<file path="config.mk">
export PLATFORM = sky130hd
export DESIGN_NAME = gt_victim_cache
export DESIGN_NICKNAME = d
export VERILOG_FILES = /design/src/rtl/gt_victim_cache.sv
export SDC_FILE = /design/constraint.sdc
export NUM_CORES = 2
export LEC_CHECK = 0
export CORE_UTILIZATION = 55
export CTS_CLUSTER_DIAMETER = 60
export DETAILED_ROUTE_END_ITERATION = 7
export GPL_TIMING_DRIVEN = 0
export PLACE_DENSITY = 0.75
export SLEW_MARGIN = 40
export SYNTH_ARGS = -nofsm -noshare
export SYNTH_HDL_FRONTEND = slang
export SYNTH_SLANG_ARGS = --single-unit
</file>
<file path="constraint.sdc">
create_clock -name CLK -period 26.6 [get_ports CLK]
set_clock_uncertainty 0.05 [all_clocks]
set_input_delay 6.65 -clock CLK [delete_from_list [all_inputs] [get_ports CLK]]
set_output_delay 6.65 -clock CLK [all_outputs]
set_load 0.03 [all_outputs]
</file>
<file path="src/rtl/gt_victim_cache.sv">
`default_nettype none
// ============================================================================
// Module   : gt_victim_cache
// Purpose  : Fully associative victim cache beside the direct-mapped L1 array.
//            Captures lines evicted from that array and answers its miss
//            lookups. A hit returns the line and frees the entry, so the line
//            moves back into the direct-mapped array. Saturating hit and miss
//            counters feed performance reporting.
// Ports    : CLK, RST          - clock (rising edge), async active-high reset
//            lookup_valid/addr - miss lookup request (addr[31:5] = line tag)
//            evict_valid/tag/data - line displaced from the direct-map array
//            resp_valid/hit/data  - registered lookup response (data 0 on miss)
//            occupancy          - number of valid entries
//            hit_cnt, miss_cnt  - saturating 16-bit event counters
// Revision : 1.0 - initial release
// ============================================================================
module gt_victim_cache #(
    parameter int ENTRIES = 8,
    parameter int LINE_W  = 256,
    parameter int TAG_W   = 27
) (
    input  logic                         CLK,
    input  logic                         RST,
    input  logic                         lookup_valid,
    input  logic [31:0]                  lookup_addr,
    input  logic                         evict_valid,
    input  logic [TAG_W-1:0]             evict_tag,
    input  logic [LINE_W-1:0]            evict_data,
    output logic                         resp_valid,
    output logic                         resp_hit,
    output logic [LINE_W-1:0]            resp_data,
    output logic [$clog2(ENTRIES):0]     occupancy,
    output logic [15:0]                  hit_cnt,
    output logic [15:0]                  miss_cnt
);

    localparam int IDX_W = $clog2(ENTRIES);
    localparam int OCC_W = IDX_W + 1;
    localparam logic [15:0] C_CNT_MAX = 16'hFFFF;

    // ------------------------------------------------------------------
    // Storage
    // ------------------------------------------------------------------
    logic [ENTRIES-1:0] r_valid;
    logic [TAG_W-1:0]   r_tag  [ENTRIES];
    logic [LINE_W-1:0]  r_data [ENTRIES];
    logic [IDX_W-1:0]   r_rrPtr;

    logic               r_respValid;
    logic               r_respHit;
    logic [LINE_W-1:0]  r_respData;
    logic [OCC_W-1:0]   r_occupancy;
    logic [15:0]        r_hitCnt;
    logic [15:0]        r_missCnt;

    // ------------------------------------------------------------------
    // Tag compare against pre-edge contents
    // ------------------------------------------------------------------
    logic [TAG_W-1:0]   w_lookupTag;
    logic               w_unusedAddrBits;
    logic [ENTRIES-1:0] w_lookupMatch;

    assign w_lookupTag      = lookup_addr[31:32-TAG_W];
    // Byte offset within the line plays no part in the lookup.
    assign w_unusedAddrBits = ^lookup_addr[31-TAG_W:0];

    generate
        for (genvar g = 0; g < ENTRIES; g++) begin : g_lookupCmp
            assign w_lookupMatch[g] = r_valid[g] && (r_tag[g] == w_lookupTag);
        end
    endgenerate

    logic             w_hitAny;
    logic [IDX_W-1:0] w_hitIdx;

    always_comb begin
        w_hitAny = 1'b0;
        w_hitIdx = '0;
        for (int i = ENTRIES - 1; i >= 0; i--) begin
            if (w_lookupMatch[i]) begin
                w_hitAny = 1'b1;
                w_hitIdx = IDX_W'(i);
            end
        end
        w_hitAny = w_hitAny && lookup_valid;
    end

    // Valid bits after the lookup frees its entry; the insert is evaluated
    // against this view so a hit slot can be reused in the same cycle.
    logic [ENTRIES-1:0] w_validAfterLookup;

    always_comb begin
        w_validAfterLookup = r_valid;
        if (w_hitAny) begin
            w_validAfterLookup[w_hitIdx] = 1'b0;
        end
    end

    // ------------------------------------------------------------------
    // Insert slot selection
    // ------------------------------------------------------------------
    logic [ENTRIES-1:0] w_evictMatch;

    generate
        for (genvar g = 0; g < ENTRIES; g++) begin : g_evictCmp
            assign w_evictMatch[g] = w_validAfterLookup[g] && (r_tag[g] == evict_tag);
        end
    endgenerate

    logic             w_evMatchAny;
    logic [IDX_W-1:0] w_evMatchIdx;
    logic             w_freeAny;
    logic [IDX_W-1:0] w_freeIdx;

    always_comb begin
        w_evMatchAny = 1'b0;
        w_evMatchIdx = '0;
        w_freeAny    = 1'b0;
        w_freeIdx    = '0;
        // Descending scan leaves the lowest index as the winner.
        for (int i = ENTRIES - 1; i >= 0; i--) begin
            if (w_evictMatch[i]) begin
                w_evMatchAny = 1'b1;
                w_evMatchIdx = IDX_W'(i);
            end
            if (!w_validAfterLookup[i]) begin
                w_freeAny = 1'b1;
                w_freeIdx = IDX_W'(i);
            end
        end
    end

    logic [IDX_W-1:0]   w_wrIdx;
    logic               w_rrAdvance;
    logic [ENTRIES-1:0] w_validNext;
    logic [OCC_W-1:0]   w_occNext;

    always_comb begin
        w_rrAdvance = 1'b0;
        if (w_evMatchAny) begin
            w_wrIdx = w_evMatchIdx;
        end else if (w_freeAny) begin
            w_wrIdx = w_freeIdx;
        end else begin
            w_wrIdx     = r_rrPtr;
            w_rrAdvance = evict_valid;
        end

        w_validNext = w_validAfterLookup;
        if (evict_valid) begin
            w_validNext[w_wrIdx] = 1'b1;
        end

        w_occNext = '0;
        for (int i = 0; i < ENTRIES; i++) begin
            w_occNext = w_occNext + OCC_W'(w_validNext[i]);
        end
    end

    // ------------------------------------------------------------------
    // Control state (reset)
    // ------------------------------------------------------------------
    always_ff @(posedge CLK or posedge RST) begin
        if (RST) begin
            r_valid     <= '0;
            r_rrPtr     <= '0;
            r_respValid <= 1'b0;
            r_respHit   <= 1'b0;
            r_respData  <= '0;
            r_occupancy <= '0;
            r_hitCnt    <= '0;
            r_missCnt   <= '0;
        end else begin
            r_valid     <= w_validNext;
            r_occupancy <= w_occNext;
            // Power-of-two depth: natural wrap gives the modulo.
            if (w_rrAdvance) begin
                r_rrPtr <= r_rrPtr + 1'b1;
            end

            r_respValid <= lookup_valid;
            r_respHit   <= w_hitAny;
            r_respData  <= w_hitAny ? r_data[w_hitIdx] : '0;

            if (lookup_valid) begin
                if (w_hitAny) begin
                    if (r_hitCnt != C_CNT_MAX) begin
                        r_hitCnt <= r_hitCnt + 16'd1;
                    end
                end else if (r_missCnt != C_CNT_MAX) begin
                    r_missCnt <= r_missCnt + 16'd1;
                end
            end
        end
    end

    // ------------------------------------------------------------------
    // Tag/data arrays: qualified by r_valid, so no reset is needed
    // ------------------------------------------------------------------
    always_ff @(posedge CLK) begin
        if (evict_valid) begin
            r_tag[w_wrIdx]  <= evict_tag;
            r_data[w_wrIdx] <= evict_data;
        end
    end

    assign resp_valid = r_respValid;
    assign resp_hit   = r_respHit;
    assign resp_data  = r_respData;
    assign occupancy  = r_occupancy;
    assign hit_cnt    = r_hitCnt;
    assign miss_cnt   = r_missCnt;

endmodule
`default_nettype wire

</file>
# Word level (Yosys, flattened, before mapping)
# Memory sizes are Yosys's and may differ from the RTL's.
# Cells that the tools add are included.
[totals]
regBits = 305
latchBits = 0
ram_bits = 2264
mem_bits_ro = 0
inputBits = 319
out_inout_bits = 294
wordCells = 128
mem_count = 2
[op_classes]
n_addsub = 10
mul = 0
n_div = 0
n_lt_le_gt_ge = 4
n_eq_ne = 18
shifts = 0
mux = 61
bitwise = 4
reduce_logical = 21
[memory_table]
columns = ["name", "depth", "width", "rd", "rd_clocked_by_memory_dff", "write_ports", "line", "rtl"]
rows = [
  ["r_data", 8, 256, 1, 0, 1, "46", "logic [LINE_W-1:0] r_data [ENTRIES];"],
  ["r_tag", 8, 27, 8, 0, 1, "45", "logic [TAG_W-1:0] r_tag [ENTRIES];"],
]
[op_table]
columns = ["operator", "n"]
rows = [
  ["equality test 27 bit", 16],
  ["two-way mux 256 bit", 1],
  ["two-way mux 3 bit", 26],
  ["adder 16 x 1 -> 16 bit, second input constant", 2],
  ["!= test 16 bit, second input constant", 2],
  ["two-way mux 1 bit", 30],
  ["logical AND 1 bit", 19],
  ["adder 4 x 1 -> 4 bit", 4],
  ["two-way mux 8 bit", 2],
  ["AND 8 bit", 1],
  ["< comparator 3 x 4 -> 1 bit, second input constant", 2],
  ["inverter 8 bit", 1],
  ["OR 8 bit", 1],
  ["demux 1 bit (select 3 bit)", 2],
  ["greater-or-equal comparator 3 x 1 -> 1 bit, second input constant", 2],
  ["AND reduction 3 bit", 2],
  ["adder 3 x 1 -> 4 bit", 1],
  ["adder 2 x 1 -> 3 bit", 1],
  ["adder 3 x 1 -> 3 bit, second input constant", 1],
  ["adder 1 x 1 -> 2 bit", 1],
  ["inverter 1 bit", 1],
]

# Longest topological paths before layout
[logic_depth]
ltp_word = 40
ltp_mapped = 25
ltp_nobuf = 21

# Worst setup path after synthesis
# OpenSTA, ideal clock, no wires.
[synth_timing]
path_kind = "input -> register"
from = "input lookup_addr[25]"
to = "memory r_data[5][0], enable pin"
setup_time_ns = 0.934
arrival_ns = 21.273
required_time_ns = 25.616
setup_slack_ns = 4.343
cell_stages = 14
path_buffers = 3
cell_sequence = "buf_2 -> xor2_1 -> or4_1 -> nor4_2 -> nand4_1 -> and3_1 -> and3_1 -> buf_2 -> or4_4 -> nor2_4 -> a2bb2oi_2 -> o31a_1 -> buf_6 -> nor2_1"
[synth_between]
elab_chain_len = 27
word_cells_on_any_way = 83
cone_classes = "2 x order compare; 8 x eq/ne; 53 x mux; 2 x bitwise; 18 x reduce/logical"
[synth_rtl]
columns = ["item", "line", "rtl"]
rows = [
  ["start, declared", "25", "input logic [31:0] lookup_addr,"],
  ["equality test 27 bit", "69", "assign w_lookupMatch[g] = r_valid[g] && (r_tag[g] == w_lookupTag);"],
  ["logical AND 1 bit", "69", ""],
  ["two-way mux 3 bit (8 in a row)", "80", "if (w_lookupMatch[i]) begin"],
  ["< comparator 3 x 4 -> 1 bit (not written as such) / greater-or-equal comparator 3 x 1 -> 1 bit (equally long branches)", "95", "w_validAfterLookup[w_hitIdx] = 1'b0;"],
  ["logical AND 1 bit (not written as such)", "95", ""],
  ["two-way mux 1 bit (not written as such)", "95", ""],
  ["demux 1 bit (select 3 bit)", "95", ""],
  ["inverter 8 bit (no line)", "n/a", ""],
  ["AND 8 bit (no line)", "n/a", ""],
  ["two-way mux 8 bit (*)", "94", "if (w_hitAny) begin"],
  ["two-way mux 3 bit, or another cell as far along (8 in a row)", "126", "if (!w_validAfterLookup[i]) begin"],
  ["two-way mux 3 bit, or another cell as far along", "142", "end else if (w_freeAny) begin"],
  ["two-way mux 3 bit (*)", "140", "if (w_evMatchAny) begin"],
  ["end, declared", "46", ""],
]
# Mark *: on every way between the ends. The rest lies on a longest branch, timed or not.

# Final worst setup path
[layout_timing]
from = "input evict_tag[10]"
to = "register r_occupancy[2] (netlist: occupancy[2])"
[layout_between]
elab_chain_len = 24
word_cells_on_any_way = 47
cone_classes = "7 x add/sub; 2 x order compare; 8 x eq/ne; 20 x mux; 1 x bitwise; 9 x reduce/logical"
[layout_rtl]
columns = ["item", "line", "rtl"]
rows = [
  ["start, declared", "27", "input logic [TAG_W-1:0] evict_tag,"],
  ["equality test 27 bit", "106", "assign w_evictMatch[g] = w_validAfterLookup[g] && (r_tag[g] == evict_tag);"],
  ["logical AND 1 bit", "106", ""],
  ["two-way mux 3 bit / two-way mux 1 bit (equally long branches) (8 in a row)", "122", "if (w_evictMatch[i]) begin"],
  ["two-way mux 3 bit (*)", "140", ""],
  ["< comparator 3 x 4 -> 1 bit (not written as such) / greater-or-equal comparator 3 x 1 -> 1 bit (equally long branches)", "151", "w_validNext[w_wrIdx] = 1'b1;"],
  ["logical AND 1 bit (not written as such)", "151", ""],
  ["two-way mux 1 bit (not written as such)", "151", ""],
  ["demux 1 bit (select 3 bit) (*)", "151", ""],
  ["OR 8 bit (no line) (*)", "n/a", ""],
  ["two-way mux 8 bit (*)", "150", "if (evict_valid) begin"],
  ["adder 1 x 1 -> 2 bit", "156", "w_occNext = w_occNext + OCC_W'(w_validNext[i]);"],
  ["adder 2 x 1 -> 3 bit", "156", ""],
  ["adder 3 x 1 -> 4 bit", "156", ""],
  ["adder 4 x 1 -> 4 bit (3 in a row)", "156", ""],
  ["adder 4 x 1 -> 4 bit (*)", "156", ""],
  ["net w_occNext[2]", "136", "logic [OCC_W-1:0] w_occNext;"],
  ["end signal, assigned", "175", "r_occupancy <= w_occNext;"],
  ["end, declared", "52", "logic [OCC_W-1:0] r_occupancy;"],
]
# Mark *: on every way through the listed nets, which the timed path passes. The rest lies on a longest branch.
# A chain may end at the register's enable or synchronous reset.

==> flow_summary.yaml <==
status:
  outcome: "finished clean"
final_layout:
  final_nets: 7919
  drive_above_1_share_pct: 8.81
  layout_commonest_cell: "edfxtp_1"
  multiInputGateArea_sq_um: 19900
  final_util_pct: 68.1
  synthToLayoutAreaGrowth_pct: 22.5
  seq_area_sq_um: 75600
  fillerInstances: 11400
  final_cell_area_sq_um: 119000
  final_cell_mix: "2264 x edfxtp_1, 1309 x nor2_1, 576 x clkdlybuf4s50_1"
drt:
  wl_per_cell_microns: 29.2
  drtPass1Iterations: 7
  vias_per_cell: 6.30
  dr_total_vias: 64100
  post-route-drc-count: 0
  ant_nets: 0
  wirelength_microns: 297000
  dr.first_iter.drc_count: 8743
job:
  drv_cap: 0
sta:
  max_slew_margin_pct: 31.1
  hold_violations: 0
  tns_ns: 0
  finalSetupViolCount: 0
  slew_violations: 0
  fin_ws_ns: 13.07
  rsz0062_at_grt: "false"
  worstMarginPinSlew_ns: 1.03
  hold_slack_ns: 0.429
  min_period_ns: 13.53
  period_share_pct: 50.9
  clock.fmax_mhz: 73.9
setup_path:
  rrSetupSlack_ns: 19.43
  required_ns: 27.32
  r2r_start: "r_tag[4][25]"
  worstPathArrival_ns: 14.25
  worstSetupEndpointType: "flip-flop"
  reg2reg_depth: 22
  worstSetupPathType: "in -> reg"
  cp_max_fo: 9
  r2r-end: "occupancy[2]"
  start_kind: "input port"
global_route:
  grtUsageMet3_pct: 6.63
  grt_pass1_vias: 62600
  grtUsageMet2_pct: 51.1
  antenna_found_initial: 78
  overflow: 0
  grt_pass1_wl_microns: 423000
  grt_max_degree: 74
  grt.busiest_layer: "met2"
  met1_usage_pct: 42.1
  grt_util_all_layers_pct: 32.8
place:
  place_ws_ns: 12.36
  io_buffers: 580
  dpl.hpwl_microns: 193000
  placed_cell_area_sq_um: 110000
  gp_congestion: 0.976
synth:
  synth_seq_cells: 2569
  synth_edf_count: 2264
  async_reset_ff_share_pct: 11.9
  synthTopCellsByArea: "edfxtp_1 70%, dfrtp_1 7.9%, nor2_1 5.1%, o22ai_1 3.3%, nor4_1 2.2%"
  synth_area_leader_cell: "edfxtp_1"
  synth_warnings: 0
  avgSynthCellArea_sq_um: 14.8
  ys_types: 67
  yosysSeqAreaShare_pct: 78.0
  synth_fp_nets: 6876
  synth_cells: 6547
  synth_top_area_share_pct: 70.1
  synthesis.area_sq_um: 97000
  synthFlopType: "edfxtp_1"
floorplan:
  die_area_sq_um: 178000
  start_util_pct: 55.6
  die_x_microns: 422
  core_sq_um: 174000
  chipHeight_microns: 422
  io_pins: 613
  placementRows: 153
clocking:
  cts_setup_buffers: 0
  htreeDepth: 5
  hold_buffers: 0
  numCtsBuffers: 275
  clockBufferDepth: 4
  cts_tree: "done"
  clkTransAtPathRegs_ns: 0.06
  post_cts_resized: 0
  clk_latency_ns: 0.92
  cts-root-buf: "clkbuf_16"
  cts_sinks: 2569
worst_hold_path:
  hp-start: "r_rrPtr[2]"
  hold_path_class: "reg -> reg"
  hold_depth: 1
  holdPathEnd: "r_rrPtr[2]"
power_and_ir_drop:
  powerDensity_nw_per_um2: 111
  ir_worst_vdd_uv: 72.4
  p_leak_nw: 40.4
## worst max-delay path by stage
stage	from	to	slack (ns)	depth (start not counted)
after CTS	evict_tag[10]	occupancy[2]	13.32	23
after global routing	evict_tag[11]	occupancy[2]	12.89	23
final	evict_tag[10]	occupancy[2]	13.07	23
after global placement	evict_tag[23]	r_data[2][173]	-9.55	13
after floorplan	lookup_addr[25]	r_data[5][0]	4.34	14
after detailed placement	evict_tag[10]	occupancy[2]	12.36	23
## state kept, by name, summed over array words and instances, names as in the netlist
signal,cells
r_data,2048
hit_cnt,16
resp_hit,1
occupancy,4
miss_cnt,16
resp_data,256
r_tag,216
r_valid,8
r_rrPtr,3
resp_valid,1
## cell usage after synthesis, drive strengths merged (4+ instances only)
master	n
dfrtp	305
or4	21
nor2	1318
o211ai	6
xor2	246
fa	4
nand3	26
and3	13
inv	23
nand2	66
edfxtp	2264
a21oi	266
nor4	346
nand4b	15
and4	6
o21ai	17
clkbuf	334
or2	5
xnor2	219
nor4b	25
o21a	8
o22ai	515
nand4	107
and2	5
nor3	280
nand2b	10
ha	6
buf	40
mux2	6
## kinds of logic after synthesis
family          after synthesis  share of synthesized area (%)
mux                           7                         0.0800
simple gates               2261                           10.8
xor+xnor                    465                           4.20
fa+ha+maj                    10                          0.160
compound gates              838                           5.14
buf+inv                     397                           1.59
flops                      2569                           78.0
## per-layer routing
layer / routed length, microns / part of all wire, %
met5: 211 / 0.071
met1: 107000 / 36
met4: 20900 / 7.0
met3: 29700 / 10
met2: 140000 / 47
## through the flow
step / power, mW / std cells
floorplan: 8.45 / 6547
global placement: 9.92 / 9452
detailed placement: 9.42 / 9638
CTS: 13.1 / 10100
global route: 13.6 / 10200
finish: 13.2 / 10200
## final cells by class
class	instances	share of cell area (%)
Clock inverter	93	0.839
Sequential cell	2569	63.6
Buffer	374	1.29
Antenna cell	58	0.122
Clock buffer	381	6.51
Inverter	23	0.0790
Multi-Input combinational cell	3581	16.7
Tap cell	2325	2.45
Timing Repair Buffer	766	8.33
## power by group
group	internal [mW]	switching (mW)	total [mW]
registers	6.08	0.442	6.52
clock network	2.22	1.53	3.75
logic	1.12	1.79	2.91
## critical path: stages
cell	delay, ns
clkdlybuf4s50_1	1.09
clkbuf_2	0.63
xor2_1	0.22
nor4_1	0.31
nand4b_1	0.17
or4_1	0.50
nor3_1	0.60
nor3_1	0.10
mux2i_1	0.23
a32oi_1	0.11
a221oi_1	0.50
o211ai_1	0.41
o21a_1	0.31
fa_1	0.50
inv_1	0.05
fa_1	0.50
inv_1	0.06
fa_1	0.43
inv_1	0.06
ha_1	0.15
inv_1	0.06
fa_1	0.44
xnor2_1	0.14
(Power assumes the default switching activity.)
